### src/rtl/ctl_mpy_seq.sv
// ctl_mpy_seq: multiply/divide step sequencer driving EBOX AR/ARX/MQ controls
// through setup, N shift/add steps, a sign fixup and a completion pulse.
module ctl_mpy_seq #(
    parameter int STEPW = 6
) (
    input  logic             eboxClk,
    input  logic             eboxResetN,
    input  logic             mpyStart,
    input  logic             mpyDivide,
    input  logic [STEPW-1:0] mpySteps,
    input  logic             mpyAbort,
    input  logic             AD_00,
    output logic             CTL_AR00to08load,
    output logic             CTL_AR09to17load,
    output logic             CTL_ARRload,
    output logic             CTL_AR00to11clr,
    output logic             CTL_AR12to17clr,
    output logic             CTL_ARRclr,
    output logic [2:0]       CTL_ARL_SEL,
    output logic [2:0]       CTL_ARR_SEL,
    output logic [2:0]       CTL_ARXL_SEL,
    output logic [2:0]       CTL_ARXR_SEL,
    output logic             CTL_ARX_LOAD,
    output logic [1:0]       CTL_MQ_SEL,
    output logic [1:0]       CTL_MQM_SEL,
    output logic             CTL_MQM_EN,
    output logic             mpyBusy,
    output logic             mpyDone,
    output logic [STEPW-1:0] mpyCount,
    output logic             mpyQbit
);
    typedef enum logic [2:0] {IDLE, SETUP, LOOP, FIX, DONE} state_t;
    state_t state, state_nx;
    logic div;
    always_ff @(posedge eboxClk) begin
        if (!eboxResetN) begin
            state    <= IDLE;
            div      <= 1'b0;
            mpyCount <= '0;
            mpyQbit  <= 1'b0;
        end else begin
            state <= state_nx;
            if (state == IDLE && mpyStart) begin
                div      <= mpyDivide;
                mpyCount <= mpySteps;
            end else if (mpyAbort && state != IDLE) begin
                mpyCount <= '0;
            end else if (state == LOOP && mpyCount != '0) begin
                mpyCount <= mpyCount - 1'b1;
            end
            if (state == LOOP && div)
                mpyQbit <= ~AD_00;
        end
    end
    // Moore decode: every control is a function of state and the latched op only.
    always_comb begin
        state_nx = state;
        case (state)
            IDLE:    state_nx = mpyStart ? SETUP : IDLE;
            SETUP:   state_nx = (mpyCount != '0) ? LOOP : FIX;
            LOOP:    state_nx = (mpyCount == STEPW'(1)) ? FIX : LOOP;
            FIX:     state_nx = DONE;
            default: state_nx = IDLE;
        endcase
        if (mpyAbort && state != IDLE)
            state_nx = IDLE;
        CTL_AR00to08load = state == LOOP || state == FIX;
        CTL_AR09to17load = CTL_AR00to08load;
        CTL_ARRload      = CTL_AR00to08load;
        CTL_AR00to11clr  = state == SETUP;
        CTL_AR12to17clr  = CTL_AR00to11clr;
        CTL_ARRclr       = CTL_AR00to11clr;
        CTL_ARL_SEL      = state == LOOP ? (div ? 3'd2 : 3'd3) : state == FIX ? 3'd1 : 3'd0;
        CTL_ARR_SEL      = CTL_ARL_SEL;
        CTL_ARXL_SEL     = state == LOOP ? (div ? 3'd2 : 3'd3) : 3'd0;
        CTL_ARXR_SEL     = CTL_ARXL_SEL;
        CTL_ARX_LOAD     = state == SETUP || state == LOOP;
        CTL_MQ_SEL       = state == SETUP ? 2'd2 : state == LOOP ? (div ? 2'd3 : 2'd1) : 2'd0;
        CTL_MQM_SEL      = state == LOOP ? (div ? 2'd1 : 2'd2) : 2'd0;
        CTL_MQM_EN       = state == LOOP;
        mpyBusy          = state != IDLE;
        mpyDone          = state == DONE;
    end
endmodule

### config.mk
export PLATFORM = sky130hd
export DESIGN_NAME = ctl_mpy_seq
export DESIGN_NICKNAME = d
export VERILOG_FILES = /design/src/rtl/ctl_mpy_seq.sv
export SDC_FILE = /design/constraint.sdc
export NUM_CORES = 1
export LEC_CHECK = 0
export ABC_AREA = 1
export CAP_MARGIN = 40
export CORE_MARGIN = 5
export CORE_UTILIZATION = 41
export CTS_CLUSTER_DIAMETER = 120
export CTS_CLUSTER_SIZE = 16
export DETAILED_ROUTE_END_ITERATION = 16
export PLACE_DENSITY = 0.86
export SKIP_CTS_REPAIR_TIMING = 1
export SKIP_LAST_GASP = 1
export SLEW_MARGIN = 20
export SYNTH_ARGS = -nofsm -noshare
export SYNTH_HDL_FRONTEND = slang
export SYNTH_SLANG_ARGS = --single-unit
### constraint.sdc
create_clock -name eboxClk -period 3.07 [get_ports eboxClk]
set_clock_uncertainty 0.2 [all_clocks]
set_input_delay 0.614 -clock eboxClk [delete_from_list [all_inputs] [get_ports eboxClk]]
set_output_delay 0.614 -clock eboxClk [all_outputs]
set_load 0.05 [all_outputs]
Word-level counts from Yosys, hierarchy flattened
Cells that the tools add are included.

storage, ports and cells
  register bits after elaboration = 11
  output and inout port bits = 33
  word-level logic and storage cells = 39

cells by class
  add/subtract/negate cells = 1
  equal/unequal tests = 5
  multiplexer cells = 16
  bitwise logic cells = 2
  reduce and logical (&&, ||, !) cells = 11

operators with widths
  kind                   number
  $mux W6                3
  $mux W2                6
  $pmux W3 S4            1
  $eq A3 B2 Y1 const B   2
  $eq A6 B1 Y1 const B   1
  $reduce_bool A3 Y1     2
  $reduce_bool A6 Y1     1
  $sub A6 B1 Y6 const B  1
  $mux W1                5
  $logic_and A1 B1 Y1    4
  $eq A3 B1 Y1 const B   1
  $eq A3 B3 Y1 const B   1
  $logic_not A3 Y1       1
  $mux W3                1
  $logic_or A1 B1 Y1     2
  $not A1 Y1             2
  $reduce_or A2 Y1       1

Depth between registers and ports, before layout
  word-level depth = 5
  gate-level depth with buffers = 9

Worst setup path before layout
OpenSTA, ideal clock, no wires.

  path type = register to output
  from = reg state[1]
  to = out CTL_ARR_SEL[0]
  arrival time = 2.693 ns
  data required time = 2.256 ns
  setup slack = -0.437 ns
  stages on the path, launching flop included = 6
  path buffers = 1
  cells stage by stage = dfxtp_1 inv_2 nor3_4 inv_2 o21ai_0 buf_4

on the way
  elaborated cells between the ends (all ways) = 4
  classes of those cells = eq/ne: 2; mux: 2

RTL lines
  what                      line  source
  start: declaration        33    state_t state, state_nx;
  start signal: assignment  42    state <= state_nx;
  $eq A3 B2 Y1              -
  named net CTL_MQM_EN      26    output logic CTL_MQM_EN,
  $mux W3                   73    CTL_ARL_SEL = state == LOOP ? (div ? 3'd2 : 3'd3) : state == FIX ? 3'd1 : 3'd0;
  end: declaration          20    output logic [2:0] CTL_ARR_SEL,

The timed path passes the listed nets, and every way through them passes these cells.

Worst setup path after layout
  from = reg state[1]
  to = out CTL_MQ_SEL[1]

on the way
  cells in the longest elaborated chain, start to end = 3
  elaborated cells between the ends (all ways) = 4
  classes of those cells = eq/ne: 2; mux: 2

ends and longest elaborated chain
  what              line  source
  $eq A3 B2 Y1      78    CTL_MQ_SEL = state == SETUP ? 2'd2 : state == LOOP ? (div ? 2'd3 : 2'd1) : 2'd0;
  $mux W2           78
  $mux W2 *         78
  end: declaration  24    output logic [1:0] CTL_MQ_SEL,

Every way passes the cells marked *; elsewhere a longest branch is shown, timed or not.

==> reports/results.ini <==
[run_status]
status = finished clean

[critical_path]
worst_r2r_path_depth = 9
critPathMaxFanout = 7
crit_path_end_kind = output pin
r2r-end = mpyCount[5]
required_ns = 2.26
critical_path.startpoint_type = flip-flop
cp_common_cell = inv_2
cp_cell_sequence = inv_2 > nor3_4 > inv_2 > o21ai_1 > clkdlybuf4s50_1
crit_end = CTL_MQ_SEL[1]
cp_top_family = buffers and inverters
crit_arrival_ns = 2.10
r2r_slack_ns = 1.49
crit_start = state[1]
crit_buf_inv = 3
crit_type = reg -> out
cpMaxStageDelayCell = clkdlybuf4s50_1
critPathMaxStageDelay_ns = 0.81
crit_cells = 5
r2r_start = mpyCount[0]

[routing]
detail-route-antenna-nets = 0
routedWlPerCell_um = 11.7
drt-total-wl_um = 2180
wl_met1_um = 892
wl_met3_um = 213
met2_length_um = 1050
drc_errors = 0
first_iter_violations = 13
highest_layer = met4
drt-pass1-iter-count = 4
drt-vias-per-instance = 4.65
vias = 864

[layout]
area_growth_pct = 44.8
finalNonFillerCells = 186
antenna_cells = 0
layout-drive-gt1-share = 0.107
final_nets = 175
final_util = 0.617

[grt]
antenna_found_initial = 0
first_global_vias = 837
grt_pass1_wl_um = 3460
track_usage = 0.156
grt_max_degree = 10
gr-total-overflow = 0

[hold_path]
hold_class = reg -> reg
min_from = div

[clock_network]
clk_latency_ns = 0.27
htree_levels = 1
root_buffer = clkbuf_4
cts_tree = built
clkSinkCount = 11
clkSlewWorstSetupHoldPaths_ns = 0.07
numCtsBuffers = 3
cts.path.max_buffers = 2

[timing]
setup_viol = 0
tightestPinTransition_ns = 0.520
slew_viol_final = 0
rsz0062_at_grt = false
holdWs_ns = 0.332
finalCritPeriodShare = 0.948
setup_tns_ns = 0
fin_crit_ns = 2.91
fmax_mhz = 343
relSlewSlack = 0.653
hold_violations = 0

[synthesis]
synth_area_um2 = 836
netlist-cell-type-count = 24
yosysWarnings = 0
ys_ff_latch = 11
synthCells = 127
avgSynthCellArea_um2 = 6.58
synth-seq-area-share = 0.263

[power_and_ir_drop]
peakVddDrop_mv = 0.453
total_power_uw = 933
p_leak_uw = 0.000642
power_density_nw_per_um2 = 771

[floorplan]
start_util = 0.426
ios = 45
die-area_um2 = 3040
die-height_um = 55.2
core.rowCount = 16
coreArea_um2 = 1960
die_w_um = 55.2

[placement]
port-buffer-count = 40
place_inst = 182
gp_congestion = 0.847
place_hpwl_um = 1800

[flow_run]
cap_violations = 0

Yosys cell counts:
| cell type | number | area, µm² |
|---|---|---|
| a21oi_1 | 4 | 20.0 |
| buf_4 | 15 | 113 |
| conb_1 | 1 | 3.75 |
| dfxtp_1 | 11 | 220 |
| ha_1 | 3 | 37.5 |
| inv_1 | 12 | 45.0 |
| inv_2 | 4 | 15.0 |
| nand2_1 | 25 | 93.8 |
| nand2_2 | 2 | 12.5 |
| nand2_4 | 1 | 11.3 |
| nand3_1 | 3 | 15.0 |
| nand3_2 | 2 | 20.0 |
| nand4_1 | 1 | 6.26 |
| nor2_1 | 22 | 82.6 |
| nor2_2 | 2 | 12.5 |
| nor2_4 | 1 | 11.3 |
| nor3_1 | 2 | 10.0 |
| nor3_2 | 1 | 10.0 |
| nor3_4 | 1 | 16.3 |
| o21ai_0 | 9 | 45.0 |
| o21ai_1 | 2 | 10.0 |
| o21bai_1 | 1 | 7.51 |
| xnor2_1 | 1 | 8.76 |
| xor2_1 | 1 | 8.76 |
state kept, by name (all words and copies together), names as in the netlist:
register	count
mpyQbit	1
state	3
mpyCount	6
div	1
stage by stage:
step / setup WS [ns] / cell area (µm²)
global placement: 0.474 / 1170
global route: 0.00195 / 1210
floorplan: -0.000672 / 847
detailed placement: 0.358 / 1170
CTS: 0.0550 / 1190
finish: 0.158 / 1210
layout make-up:
class,instances,area [µm²]
Tap cell,27,33.8
Inverter,16,60.1
Fill cell,203,752
Clock buffer,4,26.3
Sequential cell,11,220
Timing Repair Buffer,40,415
Multi-Input combinational cell,88,454
how the worst min path moves through the flow:
stage               slack, ns  cells after the start       to
detailed placement       0.32                      2      div
floorplan                0.29                      2      div
CTS                      0.33                      2      div
finish                   0.33                      2      div
global placement         0.31                      2  mpyQbit
global route             0.34                      2  mpyQbit
tightest hold or removal path: cells and delay by family, from the launching register on:
| family | cells | cell delay, ns |
|---|---|---|
| buffers and inverters | 1 | 0.10 |
| flip-flops | 1 | 0.32 |
| AO/OA/AOI/OAI | 1 | 0.07 |
kinds of logic after synthesis:
kind of cell | count (synthesis) | share of synthesized area
buffers and inverters | 31 | 0.207
AO/OA/AOI/OAI | 16 | 0.0988
XOR/XNOR | 2 | 0.0210
adder cells (fa/ha/maj) | 3 | 0.0449
other | 1 | 0.00449
AND/OR/NAND/NOR | 63 | 0.361
flip-flops | 11 | 0.263
power breakdown:
group          total, µW  switching (µW)  internal, µW
Clock               98.2            47.9          50.3
Sequential           208            36.5           172
Combinational        627             425           201
Total                933             510           423
placed cells by master, fill, tap and decap left out:
| cell type | count |
|---|---|
| inv_1 | 12 |
| nand4_1 | 1 |
| clkdlybuf4s50_1 | 34 |
| nand3_2 | 2 |
| nand2_4 | 1 |
| nor2_1 | 22 |
| nand3_1 | 3 |
| nor3_1 | 2 |
| nor2_4 | 1 |
| dlymetal6s2s_1 | 6 |
| nand2_2 | 2 |
| inv_2 | 4 |
| nor3_2 | 1 |
| ha_1 | 3 |
| conb_1 | 4 |
| nor2_2 | 2 |
| clkbuf_4 | 3 |
| a21oi_1 | 4 |
| dfxtp_1 | 11 |
| nor3_4 | 1 |
| xor2_1 | 1 |
| o21ai_1 | 4 |
| nand2_1 | 25 |
| o21bai_1 | 1 |
| clkbuf_1 | 1 |
| o21ai_0 | 7 |
| xnor2_1 | 1 |
metal layers:
| metal | GRT usage | vias up |
|---|---|---|
| li1 | - | 442 |
| met1 | 0.169 | 377 |
| met2 | 0.293 | 42 |
| met3 | 0.0375 | 3 |
| met4 | 0.0526 | 0 |
| met5 | 0 | - |
Power figures use the tool's default switching activity.
